--- src/rtl/huffman_decoder.sv ---
// Six-symbol serial Huffman decoder; HUFFMAN_DEC_CNT_EN adds per-symbol decode counters DCNT1..DCNT6.
// Latency: sym_valid/err is high the cycle after the edge accepting the final code bit.
// Backpressure: none, one bit per cycle; bit_valid may gap freely and state holds.
module huffman_decoder (
    input  logic       clk,
    input  logic       reset,
    input  logic       code_valid,
    input  logic [7:0] HC1,
    input  logic [7:0] HC2,
    input  logic [7:0] HC3,
    input  logic [7:0] HC4,
    input  logic [7:0] HC5,
    input  logic [7:0] HC6,
    input  logic [7:0] M1,
    input  logic [7:0] M2,
    input  logic [7:0] M3,
    input  logic [7:0] M4,
    input  logic [7:0] M5,
    input  logic [7:0] M6,
    input  logic       bit_valid,
    input  logic       bit_in,
    output logic       table_ready,
    output logic       sym_valid,
    output logic [2:0] sym,
    output logic       err
`ifdef HUFFMAN_DEC_CNT_EN
    ,
    output logic [7:0] DCNT1,
    output logic [7:0] DCNT2,
    output logic [7:0] DCNT3,
    output logic [7:0] DCNT4,
    output logic [7:0] DCNT5,
    output logic [7:0] DCNT6
`endif
);

    typedef enum logic {EMPTY, RUN} state_t;

    state_t          state_q, state_d;
    logic [5:0][7:0] hc_q, m_q;
    logic [5:0][7:0] hc_in, m_in;
    logic [7:0]      acc_q, acc_d, len_q, len_d;
    logic [7:0]      acc_n, len_n;
    logic [2:0]      sym_d;
    logic            sym_valid_d, err_d;
    logic            load;
    logic            hit;
    logic [2:0]      hit_idx;

    assign hc_in = {HC6, HC5, HC4, HC3, HC2, HC1};
    assign m_in  = {M6, M5, M4, M3, M2, M1};

    assign acc_n = {acc_q[6:0], bit_in};
    assign len_n = {len_q[6:0], 1'b1};

    // Scan downwards so the lowest matching symbol index is the one kept.
    always_comb begin
        hit     = 1'b0;
        hit_idx = 3'd0;
        for (int i = 5; i >= 0; i--) begin
            if (m_q[i] != 8'd0 && len_n == m_q[i] && acc_n == (hc_q[i] & m_q[i])) begin
                hit     = 1'b1;
                hit_idx = 3'(i + 1);
            end
        end
    end

    always_comb begin
        state_d     = state_q;
        acc_d       = acc_q;
        len_d       = len_q;
        sym_d       = sym;
        sym_valid_d = 1'b0;
        err_d       = 1'b0;
        load        = 1'b0;
        case (state_q)
            EMPTY: begin
                if (code_valid) begin
                    state_d = RUN;
                    load    = 1'b1;
                end
            end
            RUN: begin
                if (code_valid) begin
                    load = 1'b1;
                end else if (bit_valid) begin
                    if (hit) begin
                        sym_d       = hit_idx;
                        sym_valid_d = 1'b1;
                        acc_d       = 8'd0;
                        len_d       = 8'd0;
                    end else if (len_n == 8'hFF) begin
                        err_d = 1'b1;
                        acc_d = 8'd0;
                        len_d = 8'd0;
                    end else begin
                        acc_d = acc_n;
                        len_d = len_n;
                    end
                end
            end
            default: state_d = EMPTY;
        endcase
        // A table load always flushes any partial codeword.
        if (load) begin
            acc_d = 8'd0;
            len_d = 8'd0;
        end
    end

    always_ff @(posedge clk or posedge reset) begin
        if (reset) begin
            state_q   <= EMPTY;
            hc_q      <= '0;
            m_q       <= '0;
            acc_q     <= 8'd0;
            len_q     <= 8'd0;
            sym       <= 3'd0;
            sym_valid <= 1'b0;
            err       <= 1'b0;
        end else begin
            state_q   <= state_d;
            acc_q     <= acc_d;
            len_q     <= len_d;
            sym       <= sym_d;
            sym_valid <= sym_valid_d;
            err       <= err_d;
            if (load) begin
                hc_q <= hc_in;
                m_q  <= m_in;
            end
        end
    end

    assign table_ready = (state_q == RUN);

`ifdef HUFFMAN_DEC_CNT_EN
    logic [5:0][7:0] cnt_q;

    always_ff @(posedge clk or posedge reset) begin
        if (reset) begin
            cnt_q <= '0;
        end else if (load) begin
            cnt_q <= '0;
        end else begin
            for (int i = 0; i < 6; i++) begin
                if (sym_valid_d && sym_d == 3'(i + 1) && cnt_q[i] != 8'hFF)
                    cnt_q[i] <= cnt_q[i] + 8'd1;
            end
        end
    end

    assign DCNT1 = cnt_q[0];
    assign DCNT2 = cnt_q[1];
    assign DCNT3 = cnt_q[2];
    assign DCNT4 = cnt_q[3];
    assign DCNT5 = cnt_q[4];
    assign DCNT6 = cnt_q[5];
`endif

endmodule

--- config.mk ---
export PLATFORM = sky130hd
export DESIGN_NAME = huffman_decoder
export DESIGN_NICKNAME = d
export VERILOG_FILES = /design/src/rtl/huffman_decoder.sv
export SDC_FILE = /design/constraint.sdc
export NUM_CORES = 1
export LEC_CHECK = 0
export BUFFER_PORTS_ARGS = -buffer_cell sky130_fd_sc_hd__buf_2
export CAP_MARGIN = 10
export CORE_MARGIN = 1
export CORE_UTILIZATION = 26
export CTS_CLUSTER_DIAMETER = 150
export DETAILED_ROUTE_END_ITERATION = 16
export SLEW_MARGIN = 0
export SYNTH_ARGS = -nofsm -noshare
export SYNTH_HDL_FRONTEND = slang
export SYNTH_SLANG_ARGS = --single-unit
--- constraint.sdc ---
create_clock -name clk -period 3.8 [get_ports clk]
set_input_delay 0.95 -clock clk [delete_from_list [all_inputs] [get_ports clk]]
set_output_delay 0.95 -clock clk [all_outputs]
set_load 0.005 [all_outputs]
# Yosys cells after proc, flatten, opt, wreduce, memory -nomap -nowiden
# Cells that the tools add are included.
[op_classes] n_eq_ne=14 mux=35 n_bitwise=7 reduce_logical=22
[op_table] op="$eq 8x8->1" n=12
[op_table] op="$mux 7" n=12
[op_table] op="$and 8x8->8" n=6
[op_table] op="$reduce_bool 8->1" n=6
[op_table] op="$mux 3" n=6
[op_table] op="$mux 1" n=17
[op_table] op="$logic_and 1x1->1" n=12
[op_table] op="$eq 7x7->1 const B" n=1
[op_table] op="$reduce_and 4->1" n=1
[op_table] op="$reduce_bool 2->1" n=2
[op_table] op="$reduce_and 3->1" n=1
[op_table] op="$ne 2x1->1 const B" n=1
[op_table] op="$not 1->1" n=1
[word_totals] regBits=116 in_bits=101

# Depth between registers and ports, before layout
# Gate-level depths: netlist of the first run.
[logic_depth] ltp_word=14 depth_mapped=9 mapped_depth_nobuf=7

# Worst setup path before layout of the first run
# Ideal clock, no wire load.
[synth_timing] path_kind="input -> register" startpoint="in bit_in" endpoint="reg acc_q[1]" setup_time_ps=122 t_arrival_ps=2635 t_required_ps=3678 slack_ps=1043 path_stages=9 cell_sequence="buf_2 and3b_1 a211oi_1 o221ai_1 or4_4 nand3_2 nor4bb_2 buf_6 a32o_1"
[synth_between] elab_chain_cells=13 elab_cells_between_ends=23
[synth_rtl] element="start: declaration" line="21" text="input logic bit_in,"
[synth_rtl] element="$eq 8x8->1" line="61" text="if (m_q[i] != 8'd0 && len_n == m_q[i] && acc_n == (hc_q[i] & m_q[i])) begin"
[synth_rtl] element="$logic_and 1x1->1" line="61"
[synth_rtl] element="$mux 1 (5 in series)" line="61"
[synth_rtl] element="$mux 1 (*)" line="61"
[synth_rtl] element="$mux 7 (*)" line="87" text="if (hit) begin"
[synth_rtl] element="$mux 7 (*)" line="86" text="end else if (bit_valid) begin"
[synth_rtl] element="$mux 7 (*)" line="84" text="if (code_valid) begin"
[synth_rtl] element="$mux 7 (*)" line="76" text="case (state_q)"
[synth_rtl] element="$mux 7 (*)" line="105" text="if (load) begin"
[synth_rtl] element="end signal: assignment" line="116" text="acc_q <= 8'd0;"
[synth_rtl] element="end signal: assignment" line="123" text="acc_q <= acc_d;"
[synth_rtl] element="end: declaration" line="42" text="logic [7:0] acc_q, acc_d, len_q, len_d;"
# Every way passes the cells marked *; elsewhere a longest branch is shown, timed or not. The select of a mux whose other input is x is not followed.
# A chain may end at the register's enable or synchronous reset.

# Worst setup path in the final report of the first run
[layout_timing] startpoint="reg len_q[4]" endpoint="reg acc_q[0]"
[layout_between] elab_chain_cells=14 elab_cells_between_ends=31
[layout_rtl] element="start: declaration" line="42"
[layout_rtl] element="start signal: assignment" line="124" text="len_q <= len_d;"
[layout_rtl] element="$eq 8x8->1" line="61"
[layout_rtl] element="$logic_and 1x1->1 (2 in series)" line="61"
[layout_rtl] element="$mux 1 (6 in series)" line="61"
[layout_rtl] element="$mux 7 (*)" line="87"
[layout_rtl] element="$mux 7 (*)" line="86"
[layout_rtl] element="$mux 7 (*)" line="84"
[layout_rtl] element="$mux 7 (*)" line="76"
[layout_rtl] element="$mux 7 (*)" line="105"
# Marked as above.

==> flow_metrics.tcl, run 1 <==
set metrics [dict create \
    clock_latency_ps 420 \
    cap_violations 0 \
    p_leak_nw 3.22 \
    htreeDepth 4 \
    grt_pass1_vias 4620 \
    finalPower_mw 3.48 \
    place_ws_ps 799 \
    p_sw_mw 0.867 \
    cp_data_arrival_time_ps 3020 \
    ys.flop_type "dfrtp_1" \
    whs_ps 489 \
    synth_xor_area_share_pct 10.3 \
    final_nets 692 \
    drtIter0Drc 214 \
    synthAdderAreaFrac_pct 0 \
    place_congestion 0.862 \
    postCtsSetupRepairBufs 0 \
    rsz0062_at_grt "false" \
    cts_tree "yes" \
    n_fill_cell 2342 \
    sw_frac_of_total_pct 24.9 \
    fp.coreArea_um2 22600 \
    cts_root_buf "clkbuf_16" \
    netlist_instances 487 \
    async_flop_share_pct 100 \
    critical_path_class "flip-flop to flip-flop" \
    worstPathMaxFanout 15 \
    ir_worst_vdd_uv 196 \
    netlist_area_um2 5960 \
    synth_seq_cells 116 \
    grt_overflow 0 \
    fin_util_pct 32.6 \
    p_comb_share_pct 11.8 \
    wl_um 16200 \
    fin_area_um2 7370 \
    antenna_found_initial 1 \
    worstHoldStart "hc_q[6]$_DFFE_PP0P_" \
    start_util_pct 26.4 \
    synth-edff-count 0 \
    min_period_over_period_pct 71.5 \
    pwr-share-seq_pct 41.7 \
    area_growth_pct 23.6 \
    clk_path_buf_depth 2 \
    yosysSeqAreaShare_pct 48.7 \
    max_freq_mhz 368 \
    cts_inserted_buffers 17 \
    power.density_nw_per_um2 472 \
    mostFrequentLayoutCells "dfrtp_1, buf_2, mux2_1" \
    timing.setup.tns_ps 0 \
    crit_path_start "len_q[4]$_DFFE_PP0P_" \
    clock_power_share_pct 46.5 \
    postPlaceCellArea_um2 6770 \
    worstMarginPinSlew_ps 1070 \
    synth_top_family_by_area "multiplexers" \
    layout_commonest_cell "dfrtp_1" \
    fin_cells 890 \
    relSlewSlack_pct 29.0 \
    die_y_um 153 \
    fin_crit_ps 2720 \
    clk_pin_slew_ps 50 \
    drc_errors 0 \
    yosysWarnings 0 \
    required_ps 4100 \
    yosysUniqueCellTypes 52 \
    drt_pass1_iterations 4 \
    antenna_left 0 \
    critPathLaunchType "flip-flop" \
    grt_pass1_wl_um 25900 \
    clock_skew_ps 11.5 \
    outcome "complete, no violations" \
    gr-usage-all-layers_pct 14.7 \
    synth-simple-area-share_pct 12.3 \
    viasPerCell 4.82 \
    drt-wirelength-per-cell_um 18.2 \
    io_buffer_count 106 \
    hold_path.class "flip-flop to flip-flop" \
    hold_violations 0 \
    syn_nets 588 \
    avgSynthCellArea_um2 12.2 \
    hold_buffers 0 \
    io-pin-count 107 \
    layout-drive-gt1-share_pct 30.3 \
    setup_viol 0 \
    grt_max_degree 46 \
    die_x_um 153 \
    dp_hpwl_um 11900 \
    synth_compound_area_share_pct 7.93 \
    cts.sinks 116 \
    vias 4293 \
    cts_resized 0 \
    r2r_start "len_q[4]$_DFFE_PP0P_" \
    drv_slew 0 \
    fin_ws_ps 1080 \
    dp.cells 857 \
    cp-end-kind "flip-flop" \
    p_int_mw 2.61 \
    rows 55 \
    dieArea_um2 23500 \
    synth.area.mux_share_pct 18.1 \
]
-- flip-flops by register name, summed over array words and instances (netlist names) --
| register | count |
|---|---|
| hc_q | 48 |
| err | 1 |
| sym_valid | 1 |
| sym | 3 |
| acc_q | 7 |
| len_q | 7 |
| table_ready | 1 |
| m_q | 48 |
-- Yosys cell counts, types with 2 or more instances --
master | number | area [um^2]
o221ai_1 | 2 | 17.5
o22ai_1 | 2 | 12.5
or2_1 | 2 | 12.5
xor2_1 | 40 | 350
a21boi_0 | 2 | 15.0
buf_4 | 5 | 37.5
clkbuf_1 | 13 | 48.8
and3b_1 | 2 | 17.5
and4_1 | 5 | 43.8
or4_1 | 2 | 15.0
a21o_1 | 2 | 15.0
o22a_1 | 3 | 26.3
nor4_2 | 2 | 25.0
a21bo_2 | 9 | 90.1
nand4_1 | 31 | 194
buf_6 | 2 | 22.5
xnor2_1 | 30 | 263
nand2_1 | 31 | 116
o211a_1 | 4 | 40.0
buf_2 | 9 | 45.0
nor3_1 | 2 | 10.0
nand3_1 | 2 | 10.0
nand3b_1 | 9 | 67.6
a21oi_1 | 8 | 40.0
or4_4 | 2 | 22.5
a211oi_1 | 2 | 15.0
a32o_1 | 13 | 130
nor2_1 | 6 | 22.5
nor4_1 | 6 | 37.5
o2111ai_1 | 2 | 17.5
dfrtp_1 | 116 | 2900
mux2_1 | 77 | 867
and3_1 | 7 | 43.8
mux2_2 | 19 | 214
-- power by group through the flow --
stage / logic [mW] / registers, mW / clock network, mW
6_report: 0.410 / 1.45 / 1.62
5_1_grt: 0.459 / 1.47 / 1.71
4_1_cts: 0.418 / 1.45 / 1.65
3_5_place_dp: 0.414 / 1.47 / 0
2_1_floorplan: 0.306 / 1.43 / 0
3_3_place_gp: 0.411 / 1.47 / 0
-- layer usage --
metal	global-route usage [%]	share of wire, %	vias up
li1	-	-	2004
met1	18.6	46	2128
met2	22.8	45	130
met3	4.48	6.1	31
met4	6.90	2.9	0
met5	0	0	-
-- path summary, 6_finish.rpt --
| path | endpoint | slack, ps | cells after the start |
|---|---|---|---|
| worst max register to register | acc_q[0]$_DFFE_PP0P_ | 1080 | 8 |
| worst min-delay path | hc_q[6]$_DFFE_PP0P_ | 490 | 1 |
| worst min register to register | hc_q[6]$_DFFE_PP0P_ | 490 | 1 |
| min in group asynchronous | hc_q[41]$_DFFE_PP0P_ | 580 | 2 |
| worst max-delay path | acc_q[0]$_DFFE_PP0P_ | 1080 | 8 |
| max in group asynchronous | m_q[27]$_DFFE_PP0P_ | 2480 | 3 |
-- kinds of logic (layout without fill, tap and decap cells) --
logic type / Yosys count / in the layout
flops: 116 / 116
mux: 96 / 96
other cells: 0 / 1
xor+xnor: 70 / 70
simple gates: 119 / 119
buf+inv: 30 / 147
compound gates: 56 / 56
-- worst max-delay path, stage by stage (launching register included) --
cell and delay [ps]:
dfrtp_1 730, xnor2_1 220, nand4_1 120, or4_1 510, nor3_2 290, nor2_1 90
nor4bb_2 180, buf_4 190, a32o_1 260
-- area by class of cell --
| cell class | instances | area (um^2) | share of cell area (%) |
|---|---|---|---|
| clock buffer | 21 | 460 | 6.25 |
| inverter | 1 | 7.51 | 0.102 |
| clock inverter | 11 | 133 | 1.80 |
| multi-input combinational | 341 | 2900 | 39.4 |
| sequential | 116 | 2900 | 39.4 |
| antenna | 1 | 2.50 | 0.0340 |
| timing repair buffer | 114 | 606 | 8.22 |
| tap | 285 | 357 | 4.84 |
No activity file was read; power rests on OpenSTA's default activity.
==> run 2, diff against run 1 <==
Clock period 3.8 ns to 2.3 ns, I/O delays scaled along.
==> flow_metrics.tcl, run 2 (synthesized netlist as in run 1, its figures left out) <==
set metrics [dict create \
    worstMarginPinSlew_ps 1110 \
    fin_util_pct 35.3 \
    min_period_over_period_pct 102 \
    dieArea_um2 23500 \
    place_congestion 0.880 \
    cts_inserted_buffers 17 \
    fin_area_um2 7960 \
    dp.cells 893 \
    rsz0062_at_grt "true" \
    drv_slew 0 \
    critPathLaunchType "flip-flop" \
    timing.setup.tns_ps -363 \
    cp_cell_sequence "buf_6 -> xor2_1 -> nor4_2 -> nand4_1 -> or4_4 -> nand3_4 -> nor4bb_4 -> clkbuf_16 -> a32o_2" \
    setup_viol 14 \
    clk_path_buf_depth 2 \
    cp-end-kind "flip-flop" \
    postPlaceCellArea_um2 7120 \
    htreeDepth 4 \
    path_buf_inv 2 \
    p_leak_nw 3.52 \
    cts.sinks 116 \
    final_nets 740 \
    critical_path_class "flip-flop to flip-flop" \
    power.density_nw_per_um2 751 \
    cp_data_arrival_time_ps 2660 \
    hold_violations 0 \
    layout-drive-gt1-share_pct 39.7 \
    io-pin-count 107 \
    fp.coreArea_um2 22600 \
    clk_pin_slew_ps 60 \
    fin_crit_ps 2350 \
    crit_slowest_cell "or4_4" \
    clock_latency_ps 420 \
    grt_max_degree 98 \
    rows 55 \
    vias 4449 \
    mostFrequentLayoutCells "dfrtp_1, buf_2, mux2_1" \
    antenna_found_initial 0 \
    grt_overflow 0 \
    viasPerCell 4.75 \
    die_y_um 153 \
    drtIter0Drc 280 \
    cts_tree "yes" \
    hold_path.class "primary input to asynchronous set/reset pin" \
    diodes 0 \
    fin_cells 937 \
    max_freq_mhz 425 \
    io_buffer_count 106 \
    die_x_um 153 \
    r2r_start "len_q[3]$_DFFE_PP0P_" \
    violations "negative setup slack" \
    clock_skew_ps 11.3 \
    slowest_delay_ps 540 \
    grt_pass1_vias 4603 \
    cap_violations 0 \
    outcome "finished with violations" \
    top_regs "hc_q (48), m_q (48)" \
    fin_ws_ps -54.0 \
    cts_root_buf "clkbuf_16" \
    antenna_left 0 \
    start_util_pct 26.4 \
    drt_pass1_iterations 4 \
    drt-wirelength-per-cell_um 17.9 \
    required_ps 2600 \
    grt_pass1_wl_um 26000 \
    relSlewSlack_pct 25.7 \
    crit_path_start "len_q[3]$_DFFE_PP0P_" \
    layout_commonest_cell "dfrtp_1" \
    gr-usage-all-layers_pct 14.8 \
    cp_top_family "simple AND/OR/NAND/NOR gates" \
    hold_buffers 0 \
    dp_hpwl_um 12200 \
    ir_worst_vdd_uv 386 \
    worstPathMaxFanout 8 \
    area_growth_pct 33.6 \
    wl_um 16700 \
    drc_errors 0 \
]
run 2: cell count changes in the layout (fill, tap and decap cells not counted), sizes merged:
cell      delta
diode        -1
clkbuf       -3
clkinv       -2
bufinv       +1
inv          +3
buf         +47
clkinvlp     +2
run 2: area by class of cell:
cell class,instances,area (um^2)
sequential,116,2920
fill,2249,14600
tap,285,357
clock inverter,15,205
clock buffer,17,425
multi-input combinational,341,3010
timing repair buffer,162,1040
inverter,1,7.51
run 2: final timing paths:
check                                        to  slack, ps  cells after the start
setup / recovery           acc_q[4]$_DFFE_PP0P_        -50                      9
hold / removal              m_q[45]$_DFFE_PP0P_        160                      2
setup reg to reg           acc_q[4]$_DFFE_PP0P_        -50                      9
hold reg to reg             hc_q[5]$_DFFE_PP0P_        490                      1
max in group asynchronous  len_q[0]$_DFFE_PP0P_       1510                      3
min in group clk            m_q[45]$_DFFE_PP0P_        370                      2
run 2: timing repair:
action | 4_1_cts | 5_1_grt
endpoints found under the setup margin | 15 | 19
pin swaps | 3 | 31
setup buffers | 5 | 7
resized for setup | 8 | 22
gates cloned | 0 | 1
run 2: through the flow:
step	setup WS (ps)	power [mW]	hold slack, ps
final	-54.0	5.98	164
after global routing	-170	6.25	179
after CTS	1.04	6.04	166
after detailed placement	-138	3.15	479
after global placement	-94.9	3.14	472
after floorplan	6.82	2.87	458
run 2: power breakdown:
part / internal (mW) / total, mW / switching, mW
Combinational: 0.393 / 0.744 / 0.352
Sequential: 2.22 / 2.40 / 0.178
Clock: 1.82 / 2.84 / 1.02
Total: 4.44 / 5.98 / 1.55
run 2: metal layers:
layer | routed length (um) | track usage (%) | up-vias | part of all wire [%]
li1 | - | - | 2111 | -
met4 | 142 | 6.10 | 0 | 0.85
met5 | 0 | 0 | - | 0
met1 | 7720 | 18.9 | 2212 | 46
met3 | 959 | 4.54 | 10 | 5.7
met2 | 7920 | 23.2 | 116 | 47
